**src/rtl/cim_pkg.sv**
```systemverilog
// Shared types and constants for the compute-in-memory array controller.
package cim_pkg;

  localparam int FUNC_W  = 4;
  localparam int ACC_EXT = 8;

  typedef enum logic [2:0] {
    S_IDLE,
    S_HOST,
    S_CIM_RUN,
    S_CIM_WAIT,
    S_DONE
  } state_e;

  typedef enum logic {
    REQ_HOST = 1'b0,
    REQ_CIM  = 1'b1
  } req_e;

endpackage

```
**src/rtl/cim_arb.sv**
```systemverilog
// Two-requester round-robin arbiter; on a collision the requester not served last wins.
module cim_arb
  import cim_pkg::*;
(
  input  logic clk,
  input  logic rst,
  input  logic en_i,
  input  logic req_host_i,
  input  logic req_cim_i,
  output logic gnt_host_o,
  output logic gnt_cim_o
);

  req_e last_q, last_d;

  always_comb begin
    gnt_host_o = 1'b0;
    gnt_cim_o  = 1'b0;
    last_d     = last_q;
    if (en_i) begin
      if (req_host_i && req_cim_i) begin
        gnt_host_o = (last_q == REQ_CIM);
        gnt_cim_o  = (last_q == REQ_HOST);
      end else begin
        gnt_host_o = req_host_i;
        gnt_cim_o  = req_cim_i;
      end
      if (gnt_host_o)     last_d = REQ_HOST;
      else if (gnt_cim_o) last_d = REQ_CIM;
    end
  end

  always_ff @(posedge clk) begin
    if (rst) last_q <= REQ_CIM;
    else     last_q <= last_d;
  end

endmodule

```
**src/rtl/cim_ctrl.sv**
```systemverilog
// Controller sharing one CIM array between single-word host accesses and
// multi-row accumulate jobs; every array drive signal comes from a flop.
module cim_ctrl
  import cim_pkg::*;
#(
  parameter int AWIDTH = 12,
  parameter int DWIDTH = 32
) (
  input  logic                      clk,
  input  logic                      rst,
  input  logic                      h_req,
  input  logic                      h_we,
  input  logic [AWIDTH-1:0]         h_addr,
  input  logic [DWIDTH-1:0]         h_wdata,
  output logic                      h_gnt,
  output logic                      h_rvalid,
  output logic [DWIDTH-1:0]         h_rdata,
  input  logic                      c_start,
  input  logic [FUNC_W-1:0]         c_func,
  input  logic [AWIDTH-1:0]         c_base,
  input  logic [AWIDTH-1:0]         c_len,
  output logic                      c_busy,
  output logic                      c_done,
  output logic [DWIDTH+ACC_EXT-1:0] c_result,
  output logic [AWIDTH-1:0]         arr_addr,
  output logic [DWIDTH-1:0]         arr_din,
  output logic                      arr_we,
  output logic                      arr_oe,
  output logic                      arr_cme,
  output logic [FUNC_W-1:0]         arr_func,
  input  logic [DWIDTH-1:0]         arr_dout
);

  localparam int RW = DWIDTH + ACC_EXT;

  state_e state_q, state_d;
  logic   arb_en, gnt_host, gnt_cim;

  logic [FUNC_W-1:0] func_q, func_d, afunc_q, afunc_d;
  logic [AWIDTH-1:0] base_q, base_d, len_q, len_d, idx_q, idx_d;
  logic [AWIDTH-1:0] addr_q, addr_d;
  logic [DWIDTH-1:0] din_q, din_d;
  logic              we_q, we_d, oe_q, oe_d, cme_q, cme_d;
  logic              rd_pend_q, rvalid_q, rvalid_d;
  logic [RW-1:0]     acc_q, acc_d, result_q, result_d;

  assign arb_en = (state_q == S_IDLE) && !rst;

  cim_arb u_arb (
    .clk        (clk),
    .rst        (rst),
    .en_i       (arb_en),
    .req_host_i (h_req),
    .req_cim_i  (c_start),
    .gnt_host_o (gnt_host),
    .gnt_cim_o  (gnt_cim)
  );

  always_ff @(posedge clk) begin
    if (rst) state_q <= S_IDLE;
    else     state_q <= state_d;
  end

  always_comb begin
    state_d = state_q;
    case (state_q)
      S_IDLE: begin
        if (gnt_host)     state_d = S_HOST;
        else if (gnt_cim) state_d = (c_len == '0) ? S_DONE : S_CIM_RUN;
      end
      S_HOST:     state_d = S_IDLE;
      S_CIM_RUN:  if (idx_q == len_q) state_d = S_CIM_WAIT;
      S_CIM_WAIT: state_d = S_DONE;
      S_DONE:     state_d = S_IDLE;
      default:    state_d = S_IDLE;
    endcase
  end

  always_comb begin
    h_gnt    = gnt_host;
    c_busy   = (state_q == S_CIM_RUN) || (state_q == S_CIM_WAIT);
    c_done   = (state_q == S_DONE);
    h_rvalid = rvalid_q;
    h_rdata  = rvalid_q ? arr_dout : '0;
    c_result = result_q;
    arr_addr = addr_q;
    arr_din  = din_q;
    arr_we   = we_q;
    arr_oe   = oe_q;
    arr_cme  = cme_q;
    arr_func = afunc_q;
  end

  // Array read data lands one cycle after its row was driven (rd_pend_q).
  always_comb begin
    addr_d   = '0;
    din_d    = '0;
    we_d     = 1'b0;
    oe_d     = 1'b0;
    cme_d    = 1'b0;
    afunc_d  = '0;
    func_d   = func_q;
    base_d   = base_q;
    len_d    = len_q;
    idx_d    = idx_q;
    acc_d    = rd_pend_q ? acc_q + RW'(arr_dout) : acc_q;
    result_d = result_q;
    rvalid_d = (state_q == S_HOST) && oe_q;
    case (state_q)
      S_IDLE: begin
        if (gnt_host) begin
          addr_d = h_addr;
          we_d   = h_we;
          din_d  = h_we ? h_wdata : '0;
          oe_d   = !h_we;
        end else if (gnt_cim) begin
          func_d   = c_func;
          base_d   = c_base;
          len_d    = c_len;
          idx_d    = '0;
          acc_d    = '0;
          result_d = '0;
          if (c_len != '0) begin
            addr_d  = c_base;
            cme_d   = 1'b1;
            oe_d    = 1'b1;
            afunc_d = c_func;
            idx_d   = AWIDTH'(1);
          end
        end
      end
      S_CIM_RUN: begin
        if (idx_q != len_q) begin
          addr_d  = base_q + idx_q;
          cme_d   = 1'b1;
          oe_d    = 1'b1;
          afunc_d = func_q;
          idx_d   = idx_q + AWIDTH'(1);
        end
      end
      S_CIM_WAIT: result_d = acc_d;
      default: ;
    endcase
  end

  always_ff @(posedge clk) begin
    if (rst) begin
      func_q    <= '0;
      base_q    <= '0;
      len_q     <= '0;
      idx_q     <= '0;
      addr_q    <= '0;
      din_q     <= '0;
      we_q      <= 1'b0;
      oe_q      <= 1'b0;
      cme_q     <= 1'b0;
      afunc_q   <= '0;
      rd_pend_q <= 1'b0;
      rvalid_q  <= 1'b0;
      acc_q     <= '0;
      result_q  <= '0;
    end else begin
      func_q    <= func_d;
      base_q    <= base_d;
      len_q     <= len_d;
      idx_q     <= idx_d;
      addr_q    <= addr_d;
      din_q     <= din_d;
      we_q      <= we_d;
      oe_q      <= oe_d;
      cme_q     <= cme_d;
      afunc_q   <= afunc_d;
      rd_pend_q <= cme_q;
      rvalid_q  <= rvalid_d;
      acc_q     <= acc_d;
      result_q  <= result_d;
    end
  end

endmodule

```
**config.mk**
```make
export PLATFORM = sky130hd
export DESIGN_NAME = cim_ctrl
export DESIGN_NICKNAME = d
export VERILOG_FILES = /design/src/rtl/cim_pkg.sv /design/src/rtl/cim_arb.sv /design/src/rtl/cim_ctrl.sv
export SDC_FILE = /design/constraint.sdc
export NUM_CORES = 1
export LEC_CHECK = 0
export ABC_AREA = 1
export BUFFER_PORTS_ARGS = -buffer_cell sky130_fd_sc_hd__buf_2
export CORE_MARGIN = 3
export CORE_UTILIZATION = 40
export CTS_CLUSTER_DIAMETER = 150
export CTS_CLUSTER_SIZE = 14
export DETAILED_ROUTE_END_ITERATION = 8
export GPL_ROUTABILITY_DRIVEN = 0
export PLACE_DENSITY = 0.59
export REMOVE_ABC_BUFFERS = 1
export SLEW_MARGIN = 30
export SYNTH_ARGS = -nofsm -noshare
export SYNTH_HDL_FRONTEND = slang
export SYNTH_HIERARCHICAL = 1
export SYNTH_SLANG_ARGS = --single-unit
```
**constraint.sdc**
```tcl
create_clock -name clk -period 3 [get_ports clk]
set_input_delay 0.3 -clock clk [delete_from_list [all_inputs] [get_ports clk]]
set_output_delay 0.3 -clock clk [all_outputs]
set_load 0.02 [all_outputs]
```
; After elaboration in Yosys (flattened, before gate mapping)
; Index checks and enable logic that the tools add are counted.
[op_classes]
n_addsub = 3
mul = 0
n_div = 0
magnitude_cmp = 0
eq_ne = 11
shifts = 0
muxes = 43
bitwise_logic = 4
reduce_logical = 19
[op_table]
columns = operator, count
row1 = $mux W40, 6
row2 = $mux W12, 7
row3 = $pmux W40 S2, 1
row4 = $pmux W12 S2, 2
row5 = $add A40 B32 Y40, 1
row6 = $mux W32, 1
row7 = $mux W4, 4
row8 = $mux W1, 14
row9 = $add A12 B1 Y12 const B, 1
row10 = $add A12 B12 Y12, 1
row11 = $eq A12 B12 Y1, 1
row12 = $logic_not A12 Y1, 1
row13 = $mux W3, 4
row14 = $ne A12 B12 Y1, 1
row15 = $reduce_bool A12 Y1, 1
row16 = $pmux W3 S3, 1
row17 = $pmux W4 S2, 1
row18 = $eq A3 B2 Y1 const B, 2
row19 = $ne A2 B2 Y1 const B, 3
row20 = $reduce_and A3 Y1, 2
row21 = $reduce_bool A2 Y1, 3
row22 = $not A1 Y1, 4
row23 = $pmux W1 S2, 2
row24 = $reduce_and A2 Y1, 2
row25 = other kinds (11), 14
[totals]
register_bits = 177
latchBits = 0
ram_bits = 0
mem_bits_ro = 0
elab_cells = 96
mem_count = 0

; Longest topological paths before layout
[logic_depth]
depth_word = 7
ltp_mapped = 18

; Cells and area by module
; The synthesis kept the hierarchy.
[by_module_without_submodules]
columns = module, n_inst, cells_per_inst, area_each_um2, seq_area_each_um2
row1 = cim_ctrl, 1, 1613, 10171.0, 3523.4
row2 = cim_arb, 1, 12, 72.6, 20.0

; Worst setup path after synthesis
; OpenSTA, ideal clock, no wires.
[synth_timing]
path_type = input port to flip-flop
start = in rst
end = reg result_q[37], in the netlist c_result[37]
setup_ns = 0.071
arrival_ns = 2.237
required_ns = 2.929
setup_slack_ns = 0.692
stages = 12
n_path_buf = 3
cell_sequence = clkbuf_1 -> clkbuf_1 -> nor2_1 -> nand2_1 -> a21oi_1 -> nor2_1 -> nand2_1 -> inv_1 -> nor2_1 -> clkbuf_1 -> nand2_1 -> a21oi_1
[synth_via]
elab_chain_cells = 5
elab_cells_between_ends = 7
classes_between = eq/ne (2) / mux (2) / reduce/logical (3)
[synth_rtl]
columns = element, line_no
row1 = "start, declared", cim_ctrl.sv:10  ; input logic rst,
row2 = $logic_not A1 Y1, cim_ctrl.sv:47  ; assign arb_en = (state_q == S_IDLE) && !rst;
row3 = $logic_and A1 B1 Y1, cim_ctrl.sv:47
row4 = via arb_en, cim_ctrl.sv:37  ; logic arb_en, gnt_host, gnt_cim;
row5 = $mux W1, cim_arb.sv:20  ; if (en_i) begin
row6 = via h_gnt, cim_ctrl.sv:15  ; output logic h_gnt,
row7 = $ne A2 B2 Y1 (no source line), --
row8 = $reduce_and A3 Y1 (no source line), --
row9 = "end signal, assigned", cim_ctrl.sv:176  ; result_q <= result_d;
row10 = "end, declared", cim_ctrl.sv:45  ; logic [RW-1:0] acc_q, acc_d, result_q, result_d;
; The timed path passes the listed nets, and every way through them passes these cells.
; A chain may end at the register's enable or synchronous reset.

; Worst setup path after layout
[layout_timing]
start = reg state_q[2]
end = reg addr_q[9], in the netlist arr_addr[9]
[layout_via]
elab_chain_cells = 6
elab_cells_between_ends = 8
classes_between = eq/ne (1) / mux (5) / reduce/logical (2)
[layout_rtl]
columns = element, line_no
row1 = "start, declared", cim_ctrl.sv:36  ; state_e state_q, state_d;
row2 = "start signal, assigned", cim_ctrl.sv:61  ; else state_q <= state_d;
row3 = $logic_not A3 Y1, cim_ctrl.sv:47
row4 = $logic_and A1 B1 Y1, cim_ctrl.sv:47
row5 = via arb_en, cim_ctrl.sv:37
row6 = $mux W1, cim_arb.sv:20
row7 = via gnt_cim, cim_ctrl.sv:37
row8 = $mux W12, cim_ctrl.sv:116  ; end else if (gnt_cim) begin
row9 = $mux W12, cim_ctrl.sv:111  ; if (gnt_host) begin
row10 = $pmux W12 S2, cim_ctrl.sv:109  ; case (state_q)
row11 = "end signal, assigned", cim_ctrl.sv:167  ; addr_q <= addr_d;
row12 = "end, declared", cim_ctrl.sv:41  ; logic [AWIDTH-1:0] addr_q, addr_d;
; The timed path passes the listed nets, and every way through them passes these cells.

==> metrics.md <==
| Metric | Value |
|---|---|
| Slowest CP cell | nor2_4 |
| Num CTS Buffers | 17 |
| Setup crit start kind | register |
| Critical Path RT | 3390 ps |
| Flop2flop setup slack | 480 ps |
| Max Slew Vio Count | 0 |
| Sequential cell area | 3540 um2 |
| Sw power | 2.37 mW |
| Post-Route WL | 31.4 mm |
| # hold bufs at CTS | 0 |
| Vias/cell | 4.82 |
| Ant diodes | 0 |
| Port bufs | 235 |
| Clock skew | 18.6 ps |
| Total Nets Final | 1,998 |
| Antenna violations before repair | 0 |
| RSZ-0062 raised after global routing | no |
| Worst path cell trace | nor2_1 > inv_1 > nor2_1 > inv_1 > nor2_1 > nand2_1 > inv_2 > nand2_2 > inv_1 > inv_1 > nor2_1 > nand2_1 > buf_4 > nor2_4 > inv_1 > o21ai_0 > a21oi_1 > nor2_1 |
| Fin. Hold Viols | 0 |
| Synth unique cells | 44 |
| Post-synthesis async set-or-reset flop share | 0% |
| Area of the multi-input gates | 5600 um2 |
| Fmax achieved | 397 MHz |
| WP data arrival | 2910 ps |
| Drt pass-1 iters | 5 |
| Post-Syn Area | 10,200 um2 |
| DIE HEIGHT | 166 um |
| Core area | 24,700 um2 |
| GRT Util Overall | 22.8% |
| Post-route setup slack | 483 ps |
| CTS max path bufs | 2 |
| Max-cap viol count | 0 |
| Hold Slack | 48.7 ps |
| Worst slack at placement | 492 ps |
| Fillers | 2,584 |
| Critical path class | register to register |
| Syn Area/Cell | 6.30 um2 |
| Post-cts resize count | 0 |
| Die span in x | 166 um |
| Post-layout util | 49.9% |
| Synthesized flop and latch total | 177 |
| Prevailing post-synth register cell | dfxtp_1 |
| Initial DRC count | 594 |
| Status | complete, no violations |
| End of the worst register-to-register path | arr_addr[9] |
| Cells on worst reg2reg path | 18 |
| Hold Crit Class | input pin to register |
| Area delta synth->final | 20.7% |
| Comb pwr share | 24.4% |
| Clock power frac | 35.9% |
| Worst Path Max Fanout | 20 |
| RR Startpoint | state_q[2] |
| Crit path largest cell delay | 380 ps |
| Internal power | 4.20 mW |
| Max-slew headroom at the worst pin | 48.8% |
| Final Critical Period | 2520 ps |
| Detail Placement HPWL | 24.1 mm |
| # Post-CTS Setup Buffers | 0 |
| Syn Inst Count | 1,625 |
| Via count | 10,500 |
| Share of cells above drive strength 1 | 17.4% |
| Root buf cell | clkbuf_16 |
| Pleak | 6.55 nW |
| Synth Warn # | 6 |
| PwrDens | 532 nW/um2 |
| Sequential group share of total power | 39.7% |
| Pin slew with the least headroom to its limit | 762 ps |
| CTS tree | yes |
| Top post-synthesis cells by area | dfxtp_1 35%, nand2_1 18%, nor2_1 8.8%, inv_1 8.5%, a21oi_1 5.7% |
| Die ar. | 27,600 um2 |
| First-pass GRT wire length | 52.2 mm |
| Post-Layout Cell Count | 2,180 |
| TritonCTS Sinks | 177 |
| Sequential area share after synthesis | 34.6% |
| VDD IR-drop max | 0.357 mV |
| Switching share of power | 36.1% |
| Cell taking the most area after synthesis | dfxtp_1 |
| Htree depth | 4 |
| Vias in the first global route | 10,400 |
| Pin count of the biggest net entering global routing | 45 |
| CP startpoint | state_q[2] |
| Final setup viols | 0 |
| Post-route DRC violation count | 0 |
| Top cell type's share of synthesized area | 34.6% |
| Post-synth EDFFs | 0 |
| Setup crit end kind | register |
| Dpl cells | 2,148 |
| Num ports | 236 |
| Period utilization | 83.9% |
| Overflow after GRT | 0 |
| Routed wire per std cell | 14.4 um |
| Antenna Nets Post-Route | 0 |
| Worst-skew pair later-pin latency | 450 ps |
| CP endpoint | arr_addr[9] |
| Site Rows | 57 |
| Final setup TNS | 0 ps |
| Starting Density | 41.4% |
| Reg clk slew, reported paths | 90 ps |
==> power by group through the flow <==
stage / registers (mW) / logic (mW) / clock network [mW]
2_1_floorplan: 2.70 / 1.01 / 0
3_3_place_gp: 2.66 / 1.58 / 0
3_5_place_dp: 2.67 / 1.59 / 0
4_1_cts: 2.61 / 1.60 / 2.42
5_1_grt: 2.63 / 1.81 / 2.51
6_report: 2.61 / 1.60 / 2.36
==> registers in the layout (all words and copies together), names as in the netlist, 4 cells and up <==
register	cells
acc_q	40
c_result	40
arr_din	32
arr_addr	12
base_q	12
idx_q	12
len_q	12
arr_func	4
func_q	4
==> synthesized netlist by cell type (4+ instances only) <==
master,number
or2_2,23
nor2_1,241
inv_1,231
a21oi_1,116
buf_1,4
clkbuf_1,35
nand2_1,482
xnor2_1,19
nand3_2,4
nor3_1,15
nand3_1,77
buf_2,9
xor2_1,24
nand4_1,4
o21ai_0,67
a31oi_1,7
ha_1,44
dfxtp_1,177
o211ai_1,4
==> worst max-delay path: cells and delay by family, from the launching register on <==
| family | cells | cell delay (ps) |
|---|---|---|
| compound gates | 2 | 280 |
| buf+inv | 7 | 640 |
| flops | 1 | 360 |
| simple gates | 9 | 1180 |
==> layout make-up <==
class | instances | area share, %
clock buffers | 17 | 3.44
clock inverters | 15 | 1.66
inverters | 234 | 7.11
multi-input cells | 1162 | 45.3
flip-flops and latches | 177 | 28.7
well taps | 324 | 3.28
repair buffers | 251 | 10.5
==> through the flow <==
| stage | power [mW] | instance area [um2] |
|---|---|---|
| final | 6.57 | 12400 |
| after detailed placement | 4.26 | 11700 |
| after floorplan | 3.71 | 10000 |
| after global placement | 4.25 | 11700 |
| after global routing | 6.95 | 12400 |
| after CTS | 6.64 | 12400 |
==> per-layer routing <==
metal	GRT usage, %	vias to the layer above	routed length, um
met5	0	-	0
met4	7.05	0	600
met3	4.64	34	1870
met2	37.9	287	14300
met1	30.0	4721	14600
li1	-	5460	-
==> how the worst min path moves through the flow <==
stage                     slack, ps           to        start  cells after the start
after global routing             40  arr_din[17]  h_wdata[17]                      3
after floorplan                 370  arr_addr[8]          rst                      1
after global placement          420    rd_pend_q      arr_cme                      2
final                            50   arr_din[2]   h_wdata[2]                      3
after detailed placement        430    rd_pend_q      arr_cme                      2
after CTS                        40  arr_din[22]  h_wdata[22]                      3
==> cell usage in the layout, fill, tap and decap left out, types with 16 or more instances in the layout <==
master and n:
dfxtp_1 176, nor2_1 240, inv_1 231, o21ai_0 67, nand3_1 77, ha_1 44
buf_2 235, xnor2_1 19, a21oi_1 116, or2_2 23, nand2_1 482, xor2_1 24
buf_4 16, clkbuf_16 17
==> cell families (layout without fill, tap and decap cells) <==
logic type | after synthesis | count (layout) | synth area share (%)
AND/OR/NAND/NOR | 863 | 863 | 34.3
buffers and inverters | 286 | 517 | 10.8
AO/OA/AOI/OAI | 210 | 210 | 10.8
flip-flops | 177 | 177 | 34.6
adder cells (fa/ha/maj) | 46 | 46 | 5.77
XOR/XNOR | 43 | 43 | 3.68
Power figures use the tool's default switching activity.
